**src/rtl/tmr_vote_monitor_pkg.sv**
```systemverilog
// Shared types for the TMR vote monitor: health states, copy identifiers
// and the helper that names the copy blamed for a single-copy disagreement.
package tmr_mon_pkg;

    typedef enum logic [1:0] {
        OK       = 2'd0,
        SUSPECT  = 2'd1,
        DEGRADED = 2'd2,
        FAILED   = 2'd3
    } health_t;

    typedef enum logic [1:0] {
        NONE = 2'd0,
        A    = 2'd1,
        B    = 2'd2,
        C    = 2'd3
    } copy_id_t;

    // Width of the consecutive same-copy error streak counter.
    localparam int STREAK_W = 4;

    // Identify the single disagreeing copy; NONE when no bit (or more than
    // one bit) is set, so callers only use it when exactly one is set.
    function automatic copy_id_t blame(input logic m_a, input logic m_b, input logic m_c);
        copy_id_t id;
        id = NONE;
        if (m_a && !m_b && !m_c) id = A;
        else if (!m_a && m_b && !m_c) id = B;
        else if (!m_a && !m_b && m_c) id = C;
        return id;
    endfunction

endpackage

```
**src/rtl/tmr_vote_monitor_majority3.sv**
```systemverilog
// Purely combinational bitwise 2-of-3 voter with per-copy disagreement flags.
module tmr_majority3 #(
    parameter int WIDTH = 8
) (
    input  logic [WIDTH-1:0] d_a,
    input  logic [WIDTH-1:0] d_b,
    input  logic [WIDTH-1:0] d_c,
    output logic [WIDTH-1:0] vote,
    output logic             m_a,
    output logic             m_b,
    output logic             m_c
);

    // Each output bit takes the value held by at least two of the copies.
    genvar gi;
    generate
        for (gi = 0; gi < WIDTH; gi++) begin : g_bit
            assign vote[gi] = (d_a[gi] & d_b[gi]) | (d_a[gi] & d_c[gi]) | (d_b[gi] & d_c[gi]);
        end
    endgenerate

    assign m_a = (d_a != vote);
    assign m_b = (d_b != vote);
    assign m_c = (d_c != vote);

endmodule

```
**src/rtl/tmr_vote_monitor.sv**
```systemverilog
// TMR vote monitor: registers the majority-voted word, pulses single/multi
// disagreement flags, counts errored words and tracks copy health.
module tmr_vote_monitor
    import tmr_mon_pkg::*;
#(
    parameter int WIDTH  = 8,
    parameter int CNT_W  = 16,
    parameter int THRESH = 3
) (
    input  logic             c,
    input  logic             rst,
    input  logic [WIDTH-1:0] dA,
    input  logic [WIDTH-1:0] dB,
    input  logic [WIDTH-1:0] dC,
    input  logic             valid_i,
    input  logic             clr_i,
    output logic [WIDTH-1:0] q,
    output logic             err_single,
    output logic             err_multi,
    output logic [1:0]       bad_copy,
    output logic [1:0]       health,
    output logic [CNT_W-1:0] err_cnt
);

    localparam logic [STREAK_W-1:0] THRESH_V = STREAK_W'(THRESH);

    logic [WIDTH-1:0]    vote;
    logic                m_a, m_b, m_c;
    logic                single_err, multi_err;
    copy_id_t            blamed;
    logic [STREAK_W-1:0] streak_inc;

    health_t             health_q, health_d;
    copy_id_t            bad_q, bad_d;
    logic [STREAK_W-1:0] streak_q, streak_d;
    logic [CNT_W-1:0]    cnt_q, cnt_d;
    logic [WIDTH-1:0]    data_q, data_d;
    logic                es_q, es_d;
    logic                em_q, em_d;

    tmr_majority3 #(.WIDTH(WIDTH)) u_vote (
        .d_a  (dA),
        .d_b  (dB),
        .d_c  (dC),
        .vote (vote),
        .m_a  (m_a),
        .m_b  (m_b),
        .m_c  (m_c)
    );

    assign multi_err  = (m_a & m_b) | (m_a & m_c) | (m_b & m_c);
    assign single_err = (m_a | m_b | m_c) & ~multi_err;
    assign blamed     = blame(m_a, m_b, m_c);
    assign streak_inc = streak_q + STREAK_W'(1);

    // State register: FSM, streak, blame, counter, data and flag flops.
    always_ff @(posedge c) begin
        if (rst) begin
            health_q <= OK;
            bad_q    <= NONE;
            streak_q <= '0;
            cnt_q    <= '0;
            data_q   <= '0;
            es_q     <= 1'b0;
            em_q     <= 1'b0;
        end else begin
            health_q <= health_d;
            bad_q    <= bad_d;
            streak_q <= streak_d;
            cnt_q    <= cnt_d;
            data_q   <= data_d;
            es_q     <= es_d;
            em_q     <= em_d;
        end
    end

    // Next health state, streak and blamed copy; clear wins over evaluation.
    always_comb begin
        health_d = health_q;
        bad_d    = bad_q;
        streak_d = streak_q;
        if (clr_i) begin
            health_d = OK;
            bad_d    = NONE;
            streak_d = '0;
        end else if (valid_i) begin
            if (multi_err) begin
                health_d = FAILED;
            end else begin
                case (health_q)
                    OK: begin
                        if (single_err) begin
                            bad_d    = blamed;
                            streak_d = STREAK_W'(1);
                            health_d = (THRESH_V <= STREAK_W'(1)) ? DEGRADED : SUSPECT;
                        end
                    end
                    SUSPECT: begin
                        if (single_err) begin
                            if (blamed == bad_q) begin
                                streak_d = streak_inc;
                                if (streak_inc >= THRESH_V) health_d = DEGRADED;
                            end else begin
                                bad_d    = blamed;
                                streak_d = STREAK_W'(1);
                            end
                        end else begin
                            health_d = OK;
                            streak_d = '0;
                        end
                    end
                    default: begin
                        // DEGRADED and FAILED are sticky until clear or reset.
                        health_d = health_q;
                    end
                endcase
            end
        end
    end

    // Data path, flag pulses and saturating errored-word counter.
    always_comb begin
        data_d = valid_i ? vote : data_q;
        es_d   = valid_i & single_err;
        em_d   = valid_i & multi_err;
        cnt_d  = cnt_q;
        if (clr_i) begin
            cnt_d = '0;
        end else if (valid_i && (single_err || multi_err) && (cnt_q != {CNT_W{1'b1}})) begin
            cnt_d = cnt_q + CNT_W'(1);
        end
    end

    // FSM outputs are the registered state directly.
    always_comb begin
        health     = health_q;
        bad_copy   = bad_q;
        q          = data_q;
        err_single = es_q;
        err_multi  = em_q;
        err_cnt    = cnt_q;
    end

endmodule

```
**config.mk**
```make
export PLATFORM = sky130hd
export DESIGN_NAME = tmr_vote_monitor
export DESIGN_NICKNAME = d
export VERILOG_FILES = /design/src/rtl/tmr_vote_monitor_pkg.sv /design/src/rtl/tmr_vote_monitor_majority3.sv /design/src/rtl/tmr_vote_monitor.sv
export SDC_FILE = /design/constraint.sdc
export NUM_CORES = 1
export LEC_CHECK = 0
export BUFFER_PORTS_ARGS = -buffer_cell sky130_fd_sc_hd__buf_2
export CAP_MARGIN = 0
export CORE_UTILIZATION = 49
export DETAILED_ROUTE_END_ITERATION = 7
export PLACE_DENSITY = 0.78
export SYNTH_ARGS = -nofsm -noshare
export SYNTH_HDL_FRONTEND = slang
export SYNTH_SLANG_ARGS = --single-unit
export TNS_END_PERCENT = 100
```
**constraint.sdc**
```tcl
create_clock -name c -period 2.32 [get_ports c]
set_clock_uncertainty 0.15 [all_clocks]
set_input_delay 0.348 -clock c [delete_from_list [all_inputs] [get_ports c]]
set_output_delay 0.348 -clock c [all_outputs]
set_load 0.01 [all_outputs]
```
After elaboration in Yosys (flattened, before gate mapping)
Cells that the tools add are included.
{"block": "word_totals", "regBits": 34, "output_inout_bits": 30, "word_cells": 109}
{"block": "classes", "n_addsub": 2, "magnitude_cmp": 1, "n_eq_ne": 12, "mux": 17, "n_bitwise": 51, "reduce_logical": 19}
{"operator": "$and A1 B1 Y1", "count": 30}
{"operator": "$ne A8 B8 Y1", "count": 3}
{"operator": "$mux W2", "count": 11}
{"operator": "$or A1 B1 Y1", "count": 20}
{"operator": "$add A16 B1 Y16 const B", "count": 1}
{"operator": "$ne A16 B16 Y1 const B", "count": 1}
{"operator": "$mux W4", "count": 3}
{"operator": "$logic_and A1 B1 Y1", "count": 8}
{"operator": "$ne A4 B4 Y1 const B", "count": 2}
{"operator": "$pmux W2 S2", "count": 2}
{"operator": "$pmux W4 S2", "count": 1}
{"operator": "$ne A2 B2 Y1 const B", "count": 3}
{"operator": "$reduce_and A6 Y1", "count": 1}
{"operator": "$reduce_and A5 Y1", "count": 1}
{"operator": "$add A4 B1 Y4 const B", "count": 1}
{"operator": "$ge A4 B2 Y1 const B", "count": 1}
{"operator": "$reduce_and A4 Y1", "count": 1}
{"operator": "$logic_not A1 Y1", "count": 3}
{"operator": "$ne A3 B3 Y1 const B", "count": 1}
{"operator": "$reduce_bool A3 Y1", "count": 1}
{"operator": "$eq A2 B1 Y1 const B", "count": 1}
{"operator": "$eq A2 B2 Y1", "count": 1}
{"operator": "$logic_not A2 Y1", "count": 1}
{"operator": "$reduce_bool A2 Y1", "count": 1}
{"operator": "other kinds (3)", "count": 3}

Longest topological paths before layout
Gate-level depths: netlist of the first run.
{"block": "logic_depth", "ltp_word": 15, "ltp_mapped": 10, "mapped_depth_nobuf": 8}

By module
From an unflattened synthesis of the first run, not the netlist that was laid out.
{"block": "unflattened", "cells_unflattened": 272, "area_unflattened_um2": 2178.3}
{"mod": "tmr_vote_monitor", "n_inst": 1, "cells_each": 190, "area_per_inst_um2": 1691.6, "seq_area_each_um2": 680.7}
{"mod": "tmr_majority3", "n_inst": 1, "cells_each": 82, "area_per_inst_um2": 486.7, "seq_area_each_um2": 0.0}

Worst setup path before layout of the first run
Ideal clock, no wire load.
{"block": "synth_timing", "path_kind": "input-to-reg", "start": "input dB[1]", "end": "register bad_q[1] (netlist: bad_copy[1])", "setup_ps": 70, "arrival_ps": 2058, "path_slack_ps": 41, "path_stages": 9, "n_path_buf": 1, "cell_sequence": "and3b_1 nor4_1 nand4_1 buf_2 nand2_2 a21o_4 o211ai_4 or4_1 a21oi_1"}
{"block": "synth_between", "elab_chain_cells": 13}
{"element": "start, declared", "line_no": "tmr_vote_monitor.sv:13", "rtl": "input logic [WIDTH-1:0] dB,"}
{"element": "$and A1 B1 Y1", "line_no": "tmr_vote_monitor_majority3.sv:18", "rtl": "assign vote[gi] = (d_a[gi] & d_b[gi]) | (d_a[gi] & d_c[gi]) | (d_b[gi] & d_c[gi]);"}
{"element": "$or A1 B1 Y1 (2 in a row)", "line_no": "tmr_vote_monitor_majority3.sv:18"}
{"element": "$ne A8 B8 Y1, on equally long branches", "line_no": "tmr_vote_monitor_majority3.sv:22, tmr_vote_monitor_majority3.sv:23"}
{"element": "$logic_not A1 Y1, on equally long branches", "line_no": "tmr_vote_monitor_pkg.sv:28, tmr_vote_monitor_pkg.sv:29, tmr_vote_monitor_pkg.sv:27"}
{"element": "$logic_and A1 B1 Y1 (2 in a row)", "line_no": "tmr_vote_monitor_pkg.sv:29", "rtl": "else if (!m_a && !m_b && m_c) id = C;"}
{"element": "$mux W2", "line_no": "tmr_vote_monitor_pkg.sv:29"}
{"element": "$mux W2", "line_no": "tmr_vote_monitor_pkg.sv:28", "rtl": "else if (!m_a && m_b && !m_c) id = B;"}
{"element": "$mux W2", "line_no": "tmr_vote_monitor_pkg.sv:27", "rtl": "if (m_a && !m_b && !m_c) id = A;"}
{"element": "$eq A2 B2 Y1 / $mux W2 (equally long branches)", "line_no": "tmr_vote_monitor.sv:100", "rtl": "if (blamed == bad_q) begin"}
{"element": "$ne A2 B2 Y1 (no source line) / $mux W2 (equally long branches)"}
{"element": "$reduce_and A6 Y1 (no source line) / $pmux W2 S2 (equally long branches)"}
{"element": "end signal, assigned", "line_no": "tmr_vote_monitor.sv:60", "rtl": "bad_q <= NONE;"}
{"element": "end signal, assigned", "line_no": "tmr_vote_monitor.sv:68", "rtl": "bad_q <= bad_d;"}
{"element": "end, declared", "line_no": "tmr_vote_monitor.sv:34", "rtl": "copy_id_t bad_q, bad_d;"}
Several ways; a longest one is shown, not always the timed one. The select of a mux whose other input is x is not followed.
A chain may end at the register's enable or synchronous reset.

Final worst setup path of the first run
{"block": "layout_timing", "start": "input dC[6]", "end": "register streak_q[1]"}
{"block": "layout_between", "elab_chain_cells": 14}
{"element": "start, declared", "line_no": "tmr_vote_monitor.sv:14", "rtl": "input logic [WIDTH-1:0] dC,"}
{"element": "$and A1 B1 Y1", "line_no": "tmr_vote_monitor_majority3.sv:18"}
{"element": "$or A1 B1 Y1 (2 in a row)", "line_no": "tmr_vote_monitor_majority3.sv:18"}
{"element": "$ne A8 B8 Y1, on equally long branches", "line_no": "tmr_vote_monitor_majority3.sv:22, tmr_vote_monitor_majority3.sv:23"}
{"element": "$logic_not A1 Y1, on equally long branches", "line_no": "tmr_vote_monitor_pkg.sv:28, tmr_vote_monitor_pkg.sv:29, tmr_vote_monitor_pkg.sv:27"}
{"element": "$logic_and A1 B1 Y1 (2 in a row)", "line_no": "tmr_vote_monitor_pkg.sv:29"}
{"element": "$mux W2", "line_no": "tmr_vote_monitor_pkg.sv:29"}
{"element": "$mux W2", "line_no": "tmr_vote_monitor_pkg.sv:28"}
{"element": "$mux W2", "line_no": "tmr_vote_monitor_pkg.sv:27"}
{"element": "$eq A2 B2 Y1", "line_no": "tmr_vote_monitor.sv:100"}
{"element": "$mux W4", "line_no": "tmr_vote_monitor.sv:100"}
{"element": "$mux W4", "line_no": "tmr_vote_monitor.sv:99", "rtl": "if (single_err) begin"}
{"element": "$pmux W4 S2", "line_no": "tmr_vote_monitor.sv:90", "rtl": "case (health_q)"}
{"element": "end signal, assigned", "line_no": "tmr_vote_monitor.sv:69", "rtl": "streak_q <= streak_d;"}
{"element": "end, declared", "line_no": "tmr_vote_monitor.sv:35", "rtl": "logic [STREAK_W-1:0] streak_q, streak_d;"}
Several ways; a longest one is shown, not always the timed one.

==> results of run 1 <==
## cell type report
type                       instances  area share [%]
clock buffer                       6           2.517
clock inverter                     2          0.3814
inverter                           9           1.106
multi-input combinational        253           52.33
sequential                        34           20.75
tap                               52           1.983
timing repair buffer             105           20.94
## registers in the layout, summed over array words and instances, names as in the netlist
| signal | cells |
|---|---|
| bad_copy | 2 |
| q | 8 |
| err_cnt | 16 |
| health | 2 |
| err_single | 1 |
| err_multi | 1 |
| streak_q | 4 |
## timing repair
item	CTS	global route
pin swaps	4	8
gates cloned	0	0
endpoints found under the setup margin	6	13
gates resized for setup	8	24
setup buffers	2	1
## worst paths after layout
| kind | startpoint | to | slack [ns] | depth (start not counted) |
|---|---|---|---|---|
| min | dA[4] | q[4] | 0.20 | 3 |
| max reg2reg | err_cnt[8] | err_cnt[9] | 0.13 | 9 |
| max | dC[6] | streak_q[1] | 0.03 | 10 |
| min reg2reg | q[4] | q[4] | 0.34 | 2 |
## power by group
group	internal (mW)	switching [mW]	total (mW)	leakage, nW
sequential	0.599	0.00935	0.608	0.277
clock	0.239	0.233	0.472	0.0472
combinational	0.161	0.176	0.337	1.05
total	0.999	0.418	1.42	1.37
## Yosys cell counts, types with 2 or more instances
cell type,count
sky130_fd_sc_hd__a21oi_1,11
sky130_fd_sc_hd__a221oi_2,4
sky130_fd_sc_hd__a311oi_1,8
sky130_fd_sc_hd__a31oi_1,2
sky130_fd_sc_hd__a32o_1,2
sky130_fd_sc_hd__and3_1,5
sky130_fd_sc_hd__and3b_1,16
sky130_fd_sc_hd__buf_2,3
sky130_fd_sc_hd__clkbuf_1,9
sky130_fd_sc_hd__dfxtp_1,34
sky130_fd_sc_hd__ha_1,3
sky130_fd_sc_hd__inv_1,8
sky130_fd_sc_hd__mux2i_1,2
sky130_fd_sc_hd__nand2_1,25
sky130_fd_sc_hd__nand2b_1,5
sky130_fd_sc_hd__nand3_1,18
sky130_fd_sc_hd__nand4_1,3
sky130_fd_sc_hd__nor2_1,34
sky130_fd_sc_hd__nor2b_1,5
sky130_fd_sc_hd__nor3_1,11
sky130_fd_sc_hd__nor3b_1,18
sky130_fd_sc_hd__nor4_1,15
sky130_fd_sc_hd__o21a_1,2
sky130_fd_sc_hd__o21ai_0,24
sky130_fd_sc_hd__o22ai_1,4
sky130_fd_sc_hd__o31a_1,2
sky130_fd_sc_hd__o31ai_1,2
sky130_fd_sc_hd__or3_1,5
sky130_fd_sc_hd__or4_1,2
sky130_fd_sc_hd__xnor2_1,12
## kinds of logic (layout without fill, tap and decap cells)
kind of cell	Yosys count	count (layout)	share of synthesized area, %
flops	34	34	28.72
xor+xnor	13	13	4.805
simple gates	165	165	38.75
compound gates	70	70	21.49
fa+ha+maj	3	3	1.584
buf+inv	22	122	3.801
mux	2	2	0.8448
## worst max-delay path: cells and delay by family
kind	cells	cell delay [ns]
simple gates	6	1.38
buf+inv	3	0.46
compound gates	1	0.16
## per-layer routing
metal,vias up,GRT usage (%)
met3,9,5.626
met5,-,0
met1,1269,34.59
li1,1348,-
met2,91,41.80
met4,0,8.061
## through the flow
stage	power, mW	std cells	TNS, ns
floorplan	0.7723	309	0
finish	1.417	461	0
CTS	1.395	460	-0.02490
detailed placement	0.9187	450	-6.662
global placement	0.9107	450	-7.028
global route	1.490	461	-0.1882
==> Implementation_results.wiki, run 1 <==
{| class="wikitable"
! Metric !! Value
|-
| Post-detailed-route count of antenna-violating nets || 0
|-
| Cell count after synthesis || 309
|-
| Worst slack at placement || -0.4045 ns
|-
| Number of buffers added on ports || 57
|-
| Max-slew headroom at the worst pin || 70.96%
|-
| Placement Rows || 24
|-
| CTS tree || yes
|-
| Yosys top cell by area || sky130_fd_sc_hd__dfxtp_1
|-
| Diode insertion count for antenna repair || 0
|-
| DR WL met2 || 3.259 mm
|-
| Count of flip-flops with a built-in enable after synthesis || 0
|-
| Post-layout utilization of the core || 72.83%
|-
| Crit-path cells || buf_2 > nor3b_2 > nor4_4 > nand4_1 > buf_6 > buf_4 > nor3_1 > nor3_1 > or3_1 > a21oi_1
|-
| Number of placed I/O pins || 58
|-
| Cts-stage hold buffer count || 0
|-
| Share of flip-flops with an asynchronous set or reset after synthesis || 0%
|-
| Worst vdd rail ir drop || 0.3281 mV
|-
| Placer's final routability congestion estimate || 0.9184
|-
| Avg Vias per Cell || 5.894
|-
| Critical path startpoint category || input pin
|-
| Post-synth top area share || 28.72%
|-
| Number of pins exceeding their max-slew limit in the final report || 0
|-
| Total global routing overflow || 0
|-
| Synth Flop Type || sky130_fd_sc_hd__dfxtp_1
|-
| Worst-path cell with the longest stage delay || sky130_fd_sc_hd__or3_1
|-
| Total met3 wirelength after detailed routing || 330 um
|-
| Vertical die dimension || 71.55 um
|-
| Power per cell area || 431.9 nW/um^2
|-
| Clock Sink Count || 34
|-
| Number of hold-slack violations in the final timing report || 0
|-
| Number of design-rule violations left by the first detailed-router iteration || 154
|-
| Number of nets in the finished design || 439
|-
| Crit-path max FO || 7
|-
| Classification of the worst setup path || input pin to flip-flop
|-
| Seq cells post-synth || 34
|-
| Clock-pin slew reported for the worst setup and hold paths after clock tree synthesis || 0.08 ns
|-
| Highest signal layer in the routed design || met4
|-
| Number of antenna violations at the first check in global routing || 0
|-
| DRC Markers || 0
|-
| Post-detailed-placement cell area || 3014 sq um
|-
| Post-synthesis area per instance || 7.669 sq um
|-
| Outcome || finished, final reports clean
|-
| Yosys synthesis warning count || 0
|-
| Detailed Routing Iterations Pass 1 || 4
|-
| Most common cell after layout, fill and taps aside || sky130_fd_sc_hd__buf_2
|-
| Total half-perimeter wirelength after legalization and detailed placement || 4.618 mm
|-
| Pin count of the biggest net entering global routing || 22
|-
| Root cell of the clock tree || sky130_fd_sc_hd__clkbuf_8
|-
| Count of cell types in the netlist || 45
|-
| Type of destination of the critical path || flip-flop
|-
| GRT Total Usage || 25.83%
|-
| Latest clock arrival within the worst-skew pair || 0.29 ns
|-
| Layout overhead on the synthesized area || 38.44%
|-
| Period utilisation layout || 98.87%
|-
| Register area || 680.7 sq um
|-
| Die boundary width || 71.55 um
|-
| Commonest cells after routing, fill and taps aside || sky130_fd_sc_hd__buf_2 (53), sky130_fd_sc_hd__buf_4 (46), sky130_fd_sc_hd__dfxtp_1 (34)
|-
| Critical path data arrival time || 2.36 ns
|-
| Dominant cell type by count on the critical path || sky130_fd_sc_hd__nor3_1
|-
| Fraction of the yosys area taken by sequential cells || 28.72%
|-
| Max Root-Sink Buffers || 2
|-
| Die Outline Area || 5119 sq um
|-
| TritonCTS Buffers || 5
|-
| Number of vias in the routed layout || 2,717
|-
| Data required time of the worst path || 2.38 ns
|-
| Post-synth design cell area || 2370 sq um
|-
| Fill count || 326
|-
| Leakage dissipation || 1.372 nW
|-
| Routed length on met1 || 3.111 mm
|-
| Core footprint || 4504 sq um
|-
| Final WL || 6.791 mm
|-
| Routed wire length per instance || 14.73 um
|-
| First-pass GRT wire length || 10.62 mm
|-
| Starting density of the core || 52.61%
|-
| Fraction of layout cells with a size suffix above 1 || 34.96%
|-
| Upper clock frequency limit || 436.0 MHz
|-
| Final worst path period need || 2.294 ns
|-
| Worst-case setup margin in the final layout || 0.02626 ns
|-
| Worst hold slack after final layout || 0.2029 ns
|-
| Summed area of non-filler cells in the final layout || 3281 sq um
|-
| Via count of the first global-routing pass || 2,388
|-
| Total of endpoints with negative setup slack in the final report || 0
|-
| Worst Hold Class || input pin to flip-flop
|-
| Number of levels the H-tree was split into || 2
|-
| Post-synth net total || 340
|-
| Top area cells in the synthesized netlist || sky130_fd_sc_hd__dfxtp_1 (29%), sky130_fd_sc_hd__and3b_1 (5.9%), sky130_fd_sc_hd__nor3b_1 (5.7%)
|-
| Max-capacitance violation count || 0
|-
| Area of combinational cells with multiple inputs || 1717 sq um
|-
| Slew of the pin with the lowest slew margin || 0.4351 ns
|-
| Setup repair after global routing missed its margin || true
|-
| Critical path's largest stage delay || 0.35 ns
|}
Note: power is estimated with default switching activity, not from simulation.
==> inputs of run 2 (changes only) <==
--- a/config.mk
+++ b/config.mk
@@ -7,9 +7,9 @@
 export LEC_CHECK = 0
 export BUFFER_PORTS_ARGS = -buffer_cell sky130_fd_sc_hd__buf_2
 export CAP_MARGIN = 0
-export CORE_UTILIZATION = 49
+export CORE_UTILIZATION = 54
 export DETAILED_ROUTE_END_ITERATION = 7
-export PLACE_DENSITY = 0.78
+export PLACE_DENSITY = 0.82
 export SYNTH_ARGS = -nofsm -noshare
 export SYNTH_HDL_FRONTEND = slang
 export SYNTH_SLANG_ARGS = --single-unit
==> constraint.sdc (replaced) <==
create_clock -name c -period 2.2 [get_ports c]
set_clock_uncertainty 0.15 [all_clocks]
set_input_delay 0.33 -clock c [delete_from_list [all_inputs] [get_ports c]]
set_output_delay 0.33 -clock c [all_outputs]
set_load 0.01 [all_outputs]
==> run 2 against run 1 <==
The flow now finishes with violations (setup timing). Clock-buffer cell count did not move. Hold slack worse by 0.0016 ns. Final area is 0.27% higher. Combinational power rose by 4%. Sequential share of layout area fell by 0.055 points. Register-to-register slack got worse by 0.11 ns. Sequential power increased by 5.4%. Sequential cell count did not move. Non-clock buffer count increased by 5. Global-route usage rose by 5.1 points. Clock power increased by 6.8%. Wire length rose by 1.8%. Critical endpoint is now bad_copy[0].
==> Implementation_results.wiki, run 2 (synthesized netlist as in run 1, its figures left out) <==
{| class="wikitable"
! Metric !! Value
|-
| Upper clock frequency limit || 433.4 MHz
|-
| Post-detailed-route count of antenna-violating nets || 0 (unchanged)
|-
| Critical register-to-register path endpoint || err_cnt[13]
|-
| Period utilisation layout || 104.9%
|-
| Root cell of the clock tree || sky130_fd_sc_hd__clkbuf_8
|-
| Worst-case reg-to-reg path depth || 9 (unchanged)
|-
| Most common cell after layout, fill and taps aside || sky130_fd_sc_hd__buf_2
|-
| Routed wire length per instance || 14.91 um (+1.2%)
|-
| First element of the critical path || dC[6]
|-
| Worst-path cell with the longest stage delay || sky130_fd_sc_hd__or4_1
|-
| Commonest cells after routing, fill and taps aside || sky130_fd_sc_hd__buf_2 (57), sky130_fd_sc_hd__buf_4 (51), sky130_fd_sc_hd__nor2_1 (34), sky130_fd_sc_hd__dfxtp_1 (34), sky130_fd_sc_hd__nand2_1 (25)
|-
| Classification of the worst setup path || input pin to flip-flop
|-
| Setup repair after global routing missed its margin || true
|-
| Crit-path max FO || 9 (+2)
|-
| Number of design-rule violations left by the first detailed-router iteration || 232 (+51%)
|-
| Die Outline Area || 4657 sq um (-9.0%)
|-
| Internal cell power || 1.050 mW (+5.1%)
|-
| Power share of the clock group || 33.7% (+0.4 points)
|-
| Die boundary width || 68.25 um (-4.6%)
|-
| Non-filler instance count after layout || 464 (+0.65%)
|-
| Hold Path Sink || q[1]
|-
| Number of vias in the routed layout || 2,817 (+3.7%)
|-
| Worst hold slack after final layout || 0.2013 ns (-0.001607 ns)
|-
| Largest delay share family, worst path || simple AND/OR/NAND/NOR gates
|-
| Number of buffers added on ports || 57 (unchanged)
|-
| Core footprint || 4115 sq um (-8.6%)
|-
| Final worst path period need || 2.307 ns
|-
| Failing checks || setup timing
|-
| Power per cell area || 455.2 nW/um^2 (+5.4%)
|-
| Number of levels the H-tree was split into || 2 (unchanged)
|-
| Number of pins exceeding their max-slew limit in the final report || 0 (unchanged)
|-
| Final WL || 6.916 mm (+1.8%)
|-
| GRT Total Usage || 30.89% (+5.1 points)
|-
| Number of placed I/O pins || 58 (unchanged)
|-
| Switching share of power || 29.88% (+0.35 points)
|-
| CTS tree || yes
|-
| Worst Hold Class || input pin to flip-flop
|-
| Placement Rows || 23 (-4.2%)
|-
| Total negative slack || -0.2442 ns (-0.2442 ns)
|-
| Diode insertion count for antenna repair || 0 (unchanged)
|-
| Clock Sink Count || 34 (unchanged)
|-
| Max-capacitance violation count || 0 (unchanged)
|-
| Latest clock arrival within the worst-skew pair || 0.30 ns (about the same)
|-
| Critical path startpoint category || input pin
|-
| Buffers plus inverters on the worst setup path || 2 (-1)
|-
| Total half-perimeter wirelength after legalization and detailed placement || 4.615 mm (about the same)
|-
| Type of destination of the critical path || flip-flop
|-
| Cell depth of the worst min-delay path || 3 (unchanged)
|-
| Net Sw Power || 0.4473 mW (+6.9%)
|-
| Crit-path cells || buf_2 > and3b_1 > nor4_4 > nand4_1 > buf_6 > nand3_1 > o21ai_0 > o31a_1 > or4_1 > a21oi_2
|-
| Leakage dissipation || 1.384 nW (+0.90%)
|-
| Total global routing overflow || 0 (unchanged)
|-
| Clock-pin slew reported for the worst setup and hold paths after clock tree synthesis || 0.08 ns (about the same)
|-
| Placed Cells incl. Taps || 452 (+0.44%)
|-
| Avg Vias per Cell || 6.071 (+3.0%)
|-
| Register-to-register setup slack || 0.02 ns (-0.11 ns)
|-
| Via count of the first global-routing pass || 2,446 (+2.4%)
|-
| Max Root-Sink Buffers || 2 (unchanged)
|-
| Starting density of the core || 57.59% (+5.0 points)
|-
| Combinational share of power || 23.5% (-0.3 points)
|-
| Placer's final routability congestion estimate || 0.8107 (-12%)
|-
| Data required time of the worst path || 2.29 ns (-0.09 ns)
|-
| Worst vdd rail ir drop || 0.2720 mV (-17%)
|-
| First-pass GRT wire length || 10.85 mm (+2.1%)
|-
| Vertical die dimension || 68.25 um (-4.6%)
|-
| Number of antenna violations at the first check in global routing || 0 (unchanged)
|-
| Number of flip-flops under the largest register name || 16 (unchanged)
|-
| Slew of the pin with the lowest slew margin || 0.4336 ns (-0.001436 ns)
|-
| Max-slew headroom at the worst pin || 71.01% (about the same)
|-
| Number of nets in the finished design || 444 (+1.1%)
|-
| DRC Markers || 0 (unchanged)
|-
| Worst-case setup margin in the final layout || -0.1075 ns (-0.1338 ns)
|-
| Detailed Routing Iterations Pass 1 || 8 (+4)
|-
| TritonCTS Buffers || 5 (unchanged)
|-
| Critical path's largest stage delay || 0.45 ns (+0.10 ns)
|-
| Total of endpoints with negative setup slack in the final report || 4 (+4)
|-
| Layout overhead on the synthesized area || 38.81%
|-
| Critical register-to-register path startpoint || err_cnt[6]
|-
| Critical path data arrival time || 2.40 ns (+0.04 ns)
|-
| Power share of the sequential group || 42.8% (about the same)
|-
| Pin count of the biggest net entering global routing || 22 (unchanged)
|-
| Start point of the worst min-delay path || dB[1]
|-
| Number of hold-slack violations in the final timing report || 0 (unchanged)
|-
| Fraction of layout cells with a size suffix above 1 || 35.51% (+0.54 points)
|-
| Outcome || complete, but fails checks
|}
run 2: worst max-delay path by stage:
| stage | to | slack, ns | cells past startpoint |
|---|---|---|---|
| 2_1_floorplan | bad_copy[1] | -0.04 | 9 |
| 3_3_place_gp | bad_copy[0] | -0.38 | 10 |
| 3_5_place_dp | bad_copy[1] | -0.44 | 10 |
| 4_1_cts | bad_copy[0] | -0.02 | 9 |
| 5_1_grt | bad_copy[0] | -0.22 | 10 |
| 6_report | bad_copy[0] | -0.11 | 10 |
run 2: layer usage:
metal / global-route usage [%] / share of wire [%] / routed length [um]
met5: 0 / 0 / 0
met4: 10.94 / 2.3 / 157
met2: 53.31 / 49 / 3365
met3: 4.833 / 5.7 / 394
met1: 38.38 / 43 / 2998
run 2: metrics by stage:
| stage | util (%) | power [mW] | setup WS (ns) | instance area [sq um] |
|---|---|---|---|---|
| 2_1_floorplan | - | 0.8166 | -0.03845 | 2376 |
| 3_5_place_dp | 73.91 | 0.9713 | -0.4429 | 3042 |
| 6_report | 79.93 | 1.497 | -0.1075 | 3289 |
| 3_3_place_gp | 73.91 | 0.9623 | -0.3844 | 3042 |
| 5_1_grt | 79.93 | 1.551 | -0.2165 | 3289 |
| 4_1_cts | 78.44 | 1.485 | -0.01699 | 3228 |
run 2: worst register-to-register path: cells and delay by family, from the launching register on:
family,cells,cell delay (ns)
AO/OA/AOI/OAI,1,0.30
buffers and inverters,1,0.16
AND/OR/NAND/NOR,6,0.91
flip-flops,1,0.36
XOR/XNOR,1,0.18
run 2: power by group through the flow:
stage	Combinational (mW)	Sequential, mW	Clock [mW]
final	0.352	0.641	0.504
after global routing	0.384	0.643	0.525
after CTS	0.336	0.641	0.509
after detailed placement	0.317	0.655	0
after global placement	0.308	0.654	0
after floorplan	0.155	0.662	0
run 2: timing repair:
item / CTS / global route
setup buffers: 2 / 2
endpoints found under the setup margin: 5 / 22
hold buffers: 0 / 0
resized for setup: 13 / 9
pin swaps: 1 / 3
run 2: layout make-up:
type | instances | area [sq um]
clock inverter | 2 | 12.51
clock buffer | 6 | 82.58
fill | 273 | 825.8
tap | 50 | 62.56
multi-input combinational | 253 | 1715
sequential | 34 | 680.7
timing repair buffer | 110 | 699.4
inverter | 9 | 36.28
